$ cat src/rtl/fsm_event_counter_pkg.sv
// Shared constants for the detection event counter: active-low seven-segment
// patterns {g..a} and the largest legal BCD digit.
package fsm_event_counter_pkg;

    localparam logic [3:0] BCD_MAX_DIGIT = 4'd9;

    localparam logic [6:0] SEG_0     = 7'b1000000;
    localparam logic [6:0] SEG_1     = 7'b1111001;
    localparam logic [6:0] SEG_2     = 7'b0100100;
    localparam logic [6:0] SEG_3     = 7'b0110000;
    localparam logic [6:0] SEG_4     = 7'b0011001;
    localparam logic [6:0] SEG_5     = 7'b0010010;
    localparam logic [6:0] SEG_6     = 7'b0000010;
    localparam logic [6:0] SEG_7     = 7'b1111000;
    localparam logic [6:0] SEG_8     = 7'b0000000;
    localparam logic [6:0] SEG_9     = 7'b0010000;
    localparam logic [6:0] SEG_BLANK = 7'b1111111;

    // Codes 10..15 never occur in a valid count; they blank the digit.
    function automatic logic [6:0] seg_pattern(input logic [3:0] digit);
        case (digit)
            4'd0:    return SEG_0;
            4'd1:    return SEG_1;
            4'd2:    return SEG_2;
            4'd3:    return SEG_3;
            4'd4:    return SEG_4;
            4'd5:    return SEG_5;
            4'd6:    return SEG_6;
            4'd7:    return SEG_7;
            4'd8:    return SEG_8;
            4'd9:    return SEG_9;
            default: return SEG_BLANK;
        endcase
    endfunction

endpackage

$ cat src/rtl/fsm_event_counter_bcd_to_7seg.sv
// One BCD digit to an active-low seven-segment pattern {g..a}.
module fsm_event_counter_bcd_to_7seg
    import fsm_event_counter_pkg::*;
(
    input  logic [3:0] bcd,
    output logic [6:0] seg
);

    always_comb begin
        seg = seg_pattern(bcd);
    end

endmodule

$ cat src/rtl/fsm_event_counter.sv
// Counts detection events from a sequence-detector output in BCD, with sticky
// overflow, a one-cycle event strobe and per-digit seven-segment drive.
module fsm_event_counter
    import fsm_event_counter_pkg::*;
#(
    parameter int DIGITS    = 2,
    parameter bit EDGE_MODE = 1'b1,
    parameter bit SATURATE  = 1'b0
) (
    input  logic                  clock,
    input  logic                  rst,
    input  logic                  count_in,
    input  logic                  enable,
    input  logic                  clr,
    output logic [4*DIGITS-1:0]   bcd,
    output logic                  overflow,
    output logic                  event_out,
    output logic [7*DIGITS-1:0]   seg
);

    logic              prev;
    logic              edge_ok;
    logic              ev;
    logic [DIGITS:0]   carry;
    logic [DIGITS-1:0] at_max;
    logic              wrap;

    // prev tracks count_in unconditionally, so a pulse that starts while
    // enable is low is never counted later in edge mode.
    always_ff @(posedge clock or negedge rst) begin
        if (!rst) prev <= 1'b0;
        else      prev <= count_in;
    end

    assign edge_ok  = EDGE_MODE ? ~prev : 1'b1;
    assign ev       = enable & count_in & edge_ok;
    assign carry[0] = ev;
    assign wrap     = carry[DIGITS];

    genvar i;
    generate
        for (i = 0; i < DIGITS; i++) begin : g_digit
            logic [3:0] digit_q;

            assign at_max[i]   = (digit_q == BCD_MAX_DIGIT);
            assign carry[i+1]  = carry[i] & at_max[i];

            // On overflow every digit is at 9, so wrap mode simply rolls all to 0.
            always_ff @(posedge clock or negedge rst) begin
                if (!rst)
                    digit_q <= 4'd0;
                else if (clr)
                    digit_q <= 4'd0;
                else if (carry[i] && !(SATURATE && wrap))
                    digit_q <= at_max[i] ? 4'd0 : digit_q + 4'd1;
            end

            assign bcd[4*i +: 4] = digit_q;

            fsm_event_counter_bcd_to_7seg u_seg (
                .bcd (digit_q),
                .seg (seg[7*i +: 7])
            );
        end
    endgenerate

    always_ff @(posedge clock or negedge rst) begin
        if (!rst) begin
            overflow  <= 1'b0;
            event_out <= 1'b0;
        end else if (clr) begin
            overflow  <= 1'b0;
            event_out <= 1'b0;
        end else begin
            if (wrap) overflow <= 1'b1;
            event_out <= ev;
        end
    end

endmodule

$ cat config.mk
export PLATFORM = sky130hd
export DESIGN_NAME = fsm_event_counter
export DESIGN_NICKNAME = d
export VERILOG_FILES = /design/src/rtl/fsm_event_counter_pkg.sv /design/src/rtl/fsm_event_counter_bcd_to_7seg.sv /design/src/rtl/fsm_event_counter.sv
export SDC_FILE = /design/constraint.sdc
export NUM_CORES = 1
export LEC_CHECK = 0
export CORE_ASPECT_RATIO = 0.8
export CORE_MARGIN = 5
export CORE_UTILIZATION = 45
export CTS_CLUSTER_SIZE = 20
export DETAILED_ROUTE_END_ITERATION = 10
export PLACE_DENSITY = 0.82
export RECOVER_POWER = 50
export SYNTH_ARGS = -nofsm -noshare
export SYNTH_HDL_FRONTEND = slang
export SYNTH_SLANG_ARGS = --single-unit
$ cat constraint.sdc
create_clock -name clock -period 1.9 [get_ports clock]
set_input_delay 0.285 -clock clock [delete_from_list [all_inputs] [get_ports clock]]
set_output_delay 0.285 -clock clock [all_outputs]
set_load 0.02 [all_outputs]
# [Word-level counts from Yosys, hierarchy flattened]
# Memories as Yosys holds them, arrays and structs flattened.
# Index checks and enable logic that the tools add are counted.
# W data, S select, Z words.
[word_totals] regBits=11 romBits=224 wordCells=28 n_memories=2
[memory_table] name="(no name shown)" words=16 width=7 read_ports=1 rd_ports_with_merged_regs=0 write_ports=0 line_no="fsm_event_counter_pkg.sv:21" text="case (digit)"
[memory_table] name="(no name shown)" words=16 width=7 read_ports=1 rd_ports_with_merged_regs=0 write_ports=0 line_no="fsm_event_counter_pkg.sv:21"
[classes] n_addsub=2 eq_ne=2 muxes=9 bitwise=5 reduce_logical=3
[ops] cell="$mux W4" count=6
[ops] cell="$add A4 B1 Y4 const B" count=2
[ops] cell="$eq A4 B4 Y1 const B" count=2
[ops] cell="$reduce_bool A2 Y1" count=3
[ops] cell="$and A1 B1 Y1" count=4
[ops] cell="$mux W1" count=3
[ops] cell="$not A1 Y1" count=1

# [Longest topological paths before layout]
# Gate-level depths: netlist (run 1).
[logic_depth] ltp_word=6 mapped_depth=5

# [Hierarchy]
# Synthesis (run 1) repeated with hierarchy kept, for this count alone.
[unflattened] cells_unflattened=125 hier_area_um2=1034.7
[by_module_without_submodules] module="fsm_event_counter" instances=1 cells_each=59 area_each_um2=614.3 seq_area_each_um2=275.3
[by_module_without_submodules] module="fsm_event_counter_bcd_to_7seg" instances=2 cells_each=33 area_each_um2=210.2 seq_area_each_um2=0.0

# [Worst setup path before layout (run 1)]
# Ideal clock, no wire load.
[synth_timing] kind="register to output" start="register g_digit[0].digit_q[1]" end="output port seg[3]" arrival_ns=1.428 required_time_ns=1.615 slack_ns=0.187 stages_incl_launch_ff=6 n_path_buf=0 cell_sequence="dfrtp_1 > inv_1 > ha_1 > or2_2 > a21oi_1 > nor2_1"
[synth_between] elab_chain_cells=1
[synth_lines] item="from (decl)" line_no="fsm_event_counter.sv:43" text="logic [3:0] digit_q;"
[synth_lines] item="from (signal assigned)" line_no="fsm_event_counter.sv:55" text="digit_q <= at_max[i] ? 4'd0 : digit_q + 4'd1;"
[synth_lines] item="$mem_v2 Z16 W7"
[synth_lines] item="to (decl)" line_no="fsm_event_counter.sv:18" text="output logic [7*DIGITS-1:0] seg"
# No other way between the ends.

# [Worst setup path in the final report (run 1)]
[layout_timing] start="register g_digit[1].digit_q[0]" end="output port seg[7]"
[layout_between] elab_chain_cells=1
[layout_lines] item="from (decl)" line_no="fsm_event_counter.sv:43"
[layout_lines] item="from (signal assigned)" line_no="fsm_event_counter.sv:55"
[layout_lines] item="$mem_v2 Z16 W7"
# No other way between the ends.

==> results.md, run 1 <==
* Via count at 1101
* Die Ht at between 50 and 60 microns
* CP startpoint kind: flop
* Endpoints failing hold at 0
* CP Max Fanout at 3
* Worst-margin pin slew at between 0.5 and 0.6 ns
* Crit-path cells: buf_6 -> ha_4 -> or2_0 -> a21oi_2 -> nor2_1 -> buf_4
* Syn Nets at around 130
* Synthesized area at around 900 sq um
* Die area at 3050 sq um
* Hold WS at ~0.41 ns
* Warnings, synthesis at 0
* Initial antenna violation count at 0
* First-pass GRT wire length at between 4000 and 5000 microns
* I/O pins at 29
* Switch Pwr at roughly 130 uW
* Design area at 1380 sq um
* Yosys reg bits at 11
* Final setup viols at 2
* Clock sink total at 11
* Pwr dens at ~350 nW/um^2
* Placed Instances at 182
* Hold_buf cts at 0
* Worst setup slack after layout at -0.0435 ns
* Switching Share at 27.1%
* Clk_lat worst skew at approximately 0.28 ns
* Reg2reg end: overflow$_DFFE_PN0P_
* Post-synthesis sequential area ratio at 30.0%
* Vias per Instance at about 5.7
* PortBufs at 28
* Clock buffer count from CTS at 3
* Failing checks: negative setup slack
* Area grow syn2layout at 50.3%
* Non-Filler Instances at between 150 and 200
* RR Startpoint: g_digit[0].digit_q[1]$_DFFE_PN0P_
* Diode count at 0
* Die Wd at ~60 microns
* Register area at ~280 sq um
* Iteration-0 DRC Markers at between 50 and 60
* Synth Instances at 118
* Seq pwr share at 49.8%
* Netlist cell types at 29
* P_leak at roughly 0.62 nW
* Pins Over Slew Limit at 0
* Core footprint at 1910 sq um
* Final period util at 102%
* Num rows at 14
* Period minus WS final at 1.94 ns
* Wire length per cell at ~17 microns
* Placer Congestion at 0.824
* GRT Residual Overflow at 0
* Largest cells by area after synthesis: dfrtp_1 (30%), ha_1 (14%), a21oi_1 (8.2%)
* TritonCTS clock tree: yes
* Routed wire length at about 3200 microns
* CP peak stage delay at 0.42 ns
* Slowest CP cell: dfrtp_1
* Gate power share at between 10% and 20%
* RSZ-0062 raised after global routing: yes
* Vias in the first global route at around 1000
* Drc violations at 0
* DP HPWL at 2160 microns
* Max IR drop VDD at 425 uV
* Crit path DAT at between 1.5 and 2 ns
* Root Buffer: clkbuf_4
* Status: finished with violations
* Area fraction of the dominant cell type after synthesis at around 30%
* Worst path top cell family by delay: flip-flops
* Power Internal at around 350 uW
* Rel. slew slack at roughly 65%
* Flop2flop setup slack at 0.23 ns
* Filler cell count at approximately 140
* CTS Buffer Depth at 2
* CTS H-tree depth at 1
* Worst Setup End Kind: output port
* TritonRoute pass-1 iters at 4
* Avg Inst Size Synth at 7.77 sq um
* Worst-case reg-to-reg path depth at 6
* Max Fclk at roughly 0.5 GHz
* Antenna viol nets, final at 0
* Final #Nets at around 180
* Clock group share of total power at 35.3%
* Clock Pin Slew Worst Setup and Hold Paths at around 0.08 ns
* Share of layout cells above drive strength 1 at 31.0%
* Multi-input logic area at between 600 and 700 sq um
* Post-synth top area cell: dfrtp_1
* Worst path bufs/invs at 2
* Maximum capacitance violations at 0
* Largest net degree at the start of global routing at 16
* WS Path Type: flop to output port
* Hold WC Path Type: primary input to async pin
* Clk_skew at slightly above 0.006 ns
* GRT Overall Usage at approximately a fifth
* DP Area at 1340 sq um
* Initial Util at 48.0%
* CP required at 1.62 ns
[cell type report]
class                   instances  share of cell area, %
clock buffers                   4                   1.91
repair buffers                 52                   29.3
well taps                      24                   2.18
inverters                       9                   2.45
flip-flops and latches         11                   20.2
multi-input cells              92                   43.9
[stage by stage]
stage	utilization, %	worst slack, ns	TNS [ns]	power (mW)
after global routing	72.2	-0.109	-0.411	0.507
after detailed placement	70.1	-0.0566	-0.314	0.321
after floorplan	-	0.187	0	0.275
after global placement	70.1	-0.00578	-0.0101	0.319
after CTS	71.2	-0.0102	-0.0102	0.483
final	72.2	-0.0435	-0.0823	0.479
[worst max path at each step]
| stage | startpoint | endpoint | slack, ns | cells past startpoint |
|---|---|---|---|---|
| floorplan | g_digit[0].digit_q[1]$_DFFE_PN0P_ | seg[3] | 0.19 | 5 |
| global placement | g_digit[0].digit_q[0]$_DFFE_PN0P_ | seg[3] | -0.006 | 6 |
| detailed placement | g_digit[1].digit_q[0]$_DFFE_PN0P_ | seg[11] | -0.06 | 6 |
| CTS | g_digit[1].digit_q[0]$_DFFE_PN0P_ | seg[10] | -0.01 | 6 |
| global route | g_digit[1].digit_q[0]$_DFFE_PN0P_ | seg[10] | -0.11 | 6 |
| finish | g_digit[1].digit_q[0]$_DFFE_PN0P_ | seg[7] | -0.04 | 6 |
[cell usage in the layout, fill, tap and decap left out, types with 2 or more instances in the layout]
cell type        Yosys  routed
nand2_1              9       9
nand2b_1             7       7
or3_1                2       2
buf_4                0      26
nand4_1              2       2
o21ai_0              2       3
inv_1                7       7
o21ai_1             11      10
and3b_1              2       2
a21oi_2              0       3
clkbuf_1             4       2
clkbuf_4             0       3
dfrtp_1             11       8
nand3b_1             2       3
dfrtp_2              0       3
inv_2                2       2
a21oi_1             15      12
nand3_1              6       6
a31oi_1              2       2
dlygate4sd3_1        0       4
buf_2                2       4
clkdlybuf4s50_1      0      10
ha_1                10       8
clkbuf_2             0       5
nor2_1              11      10
[layer usage]
layer  share of wire [%]  vias up  GRT usage, %
met2                  49       56          34.0
met1                  42      535          26.0
met3                 8.4        2          8.21
met4                0.31        0          4.69
li1                    -      508             -
met5                   0        -             0
[sequential cells by signal, indices dropped and copies added, names as in the netlist]
register	cells
event_out	1
g_digit.digit_q	8
overflow	1
prev	1
[Yosys cell counts, drive strengths merged]
library cell / instances
a211oi: 1
a21boi: 1
a21o: 1
a21oi: 15
a311oi: 1
a31oi: 2
a41oi: 1
and3b: 2
buf: 2
clkbuf: 4
dfrtp: 11
ha: 10
inv: 9
nand2: 9
nand2b: 7
nand3: 6
nand3b: 3
nand4: 2
nor2: 11
nor3: 1
o21ai: 13
o32ai: 1
or2: 2
or3: 2
or4: 1
[cell families after synthesis]
| family | Yosys count | synth area share, % |
|---|---|---|
| flops | 11 | 30.0 |
| fa+ha+maj | 10 | 13.6 |
| compound gates | 36 | 22.0 |
| simple gates | 46 | 28.0 |
| buf+inv | 15 | 6.41 |
[power groups by stage]
stage                     Clock (mW)  Sequential, mW  Combinational [mW]
after global routing           0.190           0.239              0.0779
after floorplan                    0           0.246              0.0291
final                          0.169           0.239              0.0714
after CTS                      0.170           0.239              0.0738
after global placement             0           0.243              0.0755
after detailed placement           0           0.243              0.0780
[repair_timing]
| item | in CTS | in global routing |
|---|---|---|
| pin swaps | 2 | 5 |
| setup endpoints to repair | 14 | 15 |
| hold endpoints to repair | 0 | 0 |
| gates resized for setup | 43 | 22 |
| gates cloned | 0 | 0 |
| buffers inserted | 2 | 4 |
(Power assumes the default switching activity.)
==> run 2, diff against run 1 <==
Settings changed: CORE_UTILIZATION 45 to 47, PLACE_DENSITY 0.82 to 0.83, SYNTH_HIERARCHICAL from default to 1.
==> run 2 against run 1 <==
The run now ends clean. Die area rose by 6.5%. Total power is 2.4% lower. Highest routed layer is now met3. Design area is 1.5% lower. Critical endpoint is now seg[10]. Sequential share of layout area is 0.21 points higher. Worst setup slack better by 0.073 ns. Fmax up 3.9%. Critical path type unchanged. Worst hold slack gained 0.0081 ns. Register-to-register slack worse by 0.08 ns. Core utilization down 8.1 points. Synthesized cell count rose by 5.9%. Critical path depth did not move. Clock-buffer cell count did not move. Largest power group unchanged.
==> results.md, run 2 <==
* Vias per Instance at between 5 and 6
* Clk_lat worst skew at around 0.26 ns
* I/O pins at 29
* Avg Inst Size Synth at around 8.3 sq um
* Yosys reg bits at 11
* Core footprint at 2120 sq um
* Iteration-0 DRC Markers at 36
* TritonCTS clock tree: yes
* Hold WC Path Type: primary input to async pin
* Post-synth top area cell: dfrtp_1
* First-pass GRT wire length at between 4000 and 5000 microns
* Die Ht at between 50 and 60 microns
* Warnings, synthesis at 6
* P_leak at between 0.6 and 0.7 nW
* Max IR drop VDD at about 340 uV
* Synthesized area at roughly 1000 sq um
* Max Fclk at around 0.53 GHz
* Max reg flops at 8
* Wire length per cell at roughly 13 microns
* GRT Residual Overflow at 0
* Initial antenna violation count at 0
* Post-synthesis async set-or-reset flop share at 100%
* Final #Nets at between 150 and 200
* RSZ-0062 raised after global routing: yes
* Final setup viols at 0
* Via count at ~990
* Worst setup slack after layout at about 0.030 ns
* TritonRoute pass-1 iters at 4
* Placed Instances at around 180
* DP Area at 1390 sq um
* Most frequent cells in the layout: nor2_1 (16), o21ai_0 (15), buf_4 (15)
* EDFF count, synth at 0
* Post-synthesis sequential area ratio at about a quarter
* Pins Over Slew Limit at 0
* Core Util, Final at around 64%
* Setup WS pre-CTS at -0.0751 ns
* Post-synth top cells: nor2_1 (16), o21ai_0 (16), ha_1 (14)
* Clock sink total at 11
* WS Path Type: flop to output port
* Period minus WS final at between 1.5 and 2 ns
* Most common cell after layout, fill and taps aside: nor2_1
* Non-Filler Instances at approximately 190
* Worst Setup SP: g_digit[1].digit_q[0]$_DFFE_PN0P_
* Largest cells by area after synthesis: dfrtp_1 (27%), ha_1 (17%), o21ai_0 (7.7%)
* Worst Setup End Kind: output port
* CP Max Fanout at 3
* Crit path DAT at 1.59 ns
* CTS Buffer Depth at 2
* Netlist cell types at 30
* Clock Pin Slew Worst Setup and Hold Paths at 0.07 ns
* Design area at roughly 1400 sq um
* Endpoints failing hold at 0
* CP startpoint kind: flop
* Clk_skew at 0.00401 ns
* Area fraction of the dominant cell type after synthesis at a little over a quarter
* Worst-margin pin slew at 0.505 ns
* CP required at roughly 1.6 ns
* Area grow syn2layout at 31.3%
* Synth Instances at between 100 and 150
* Die area at roughly 3200 sq um
* Status: finished clean
* Drc violations at 0
* Largest net degree at the start of global routing at 16
* Final period util at 98.4%
* Num rows at 15
* Root Buffer: clkbuf_4
* DP HPWL at ~1800 microns
* Maximum capacitance violations at 0
* Routed wire length at ~2400 microns
* Share of layout cells above drive strength 1 at 21.3%
* Hold WS at between 0.4 and 0.5 ns
* Rel. slew slack at 66.2%
* Clock buffer count from CTS at 3
* Syn Nets at between 100 and 150
* CTS H-tree depth at 1
* Setup TNS at 0 ns
* Placer Congestion at 0.807
* Die Wd at ~62 microns
* Total power at approximately 470 uW
* Post-synth top flop: dfrtp_1
* Pwr dens at 344 nW/um^2
* Top reg by flops: g_digit.digit_q
* Initial Util at just under 50%
* Antenna viol nets, final at 0
* RR Startpoint: g_digit[1].digit_q[0]$_DFFE_PN0P_
* PortBufs at 28
* Vias in the first global route at 956
* GRT Overall Usage at between 10% and 20%
* Hold_buf cts at 0
* Diode count at 0
-- run 2: final timing paths --
path                                                          end  slack [ns]  cells past startpoint
min in group clock                           overflow$_DFFE_PN0P_        0.50                      2
worst min-delay path                         overflow$_DFFE_PN0P_        0.42                      1
worst max register to register  g_digit[1].digit_q[1]$_DFFE_PN0P_        0.15                      6
worst max-delay path                                      seg[10]        0.03                      6
worst min register to register               overflow$_DFFE_PN0P_        0.50                      2
max in group asynchronous       g_digit[1].digit_q[2]$_DFFE_PN0P_        1.11                      1
-- run 2: critical path, cell delays in order (launching register included) --
cell and delay, ns:
dfrtp_1 0.40, buf_4 0.14, ha_1 0.19, or2_1 0.22
a21oi_2 0.14, a31oi_1 0.06, buf_4 0.18
-- run 2: area by class of cell --
class / count / area (sq um)
multi-input cells: 98 / 658
flip-flops and latches: 11 / 278
inverters: 10 / 38.8
repair buffers: 41 / 327
fillers: 177 / 762
clock buffers: 4 / 26.3
well taps: 25 / 31.3
-- run 2: where the power goes --
part | internal (mW) | switching [mW] | total [mW]
clock | 0.0811 | 0.0762 | 0.157
sequential | 0.237 | 0.00224 | 0.239
combinational | 0.0295 | 0.0411 | 0.0707
total | 0.348 | 0.120 | 0.467
-- run 2: repair_timing --
item	in CTS	in global routing
buffers inserted	1	0
pin swaps	0	2
gates resized for setup	26	28
endpoints found under the setup margin	14	15
-- run 2: metal layers --
| metal | vias up | global-route usage, % | wire length (microns) |
|---|---|---|---|
| met4 | 0 | 3.18 | 0 |
| met2 | 14 | 27.8 | 1240 |
| met5 | - | 0 | 0 |
| li1 | 503 | - | - |
| met1 | 474 | 18.1 | 1050 |
| met3 | 0 | 2.16 | 76 |
-- run 2: cells by family after synthesis --
kind of cell,count (synthesis),share of synthesized area (%)
DFF,11,26.6
AOI/OAI and AO/OA,35,19.1
adders and majority gates,14,16.9
xor gates and xnor gates,1,0.847
and+or+nand+nor,48,28.2
buffers and inverters,16,8.34
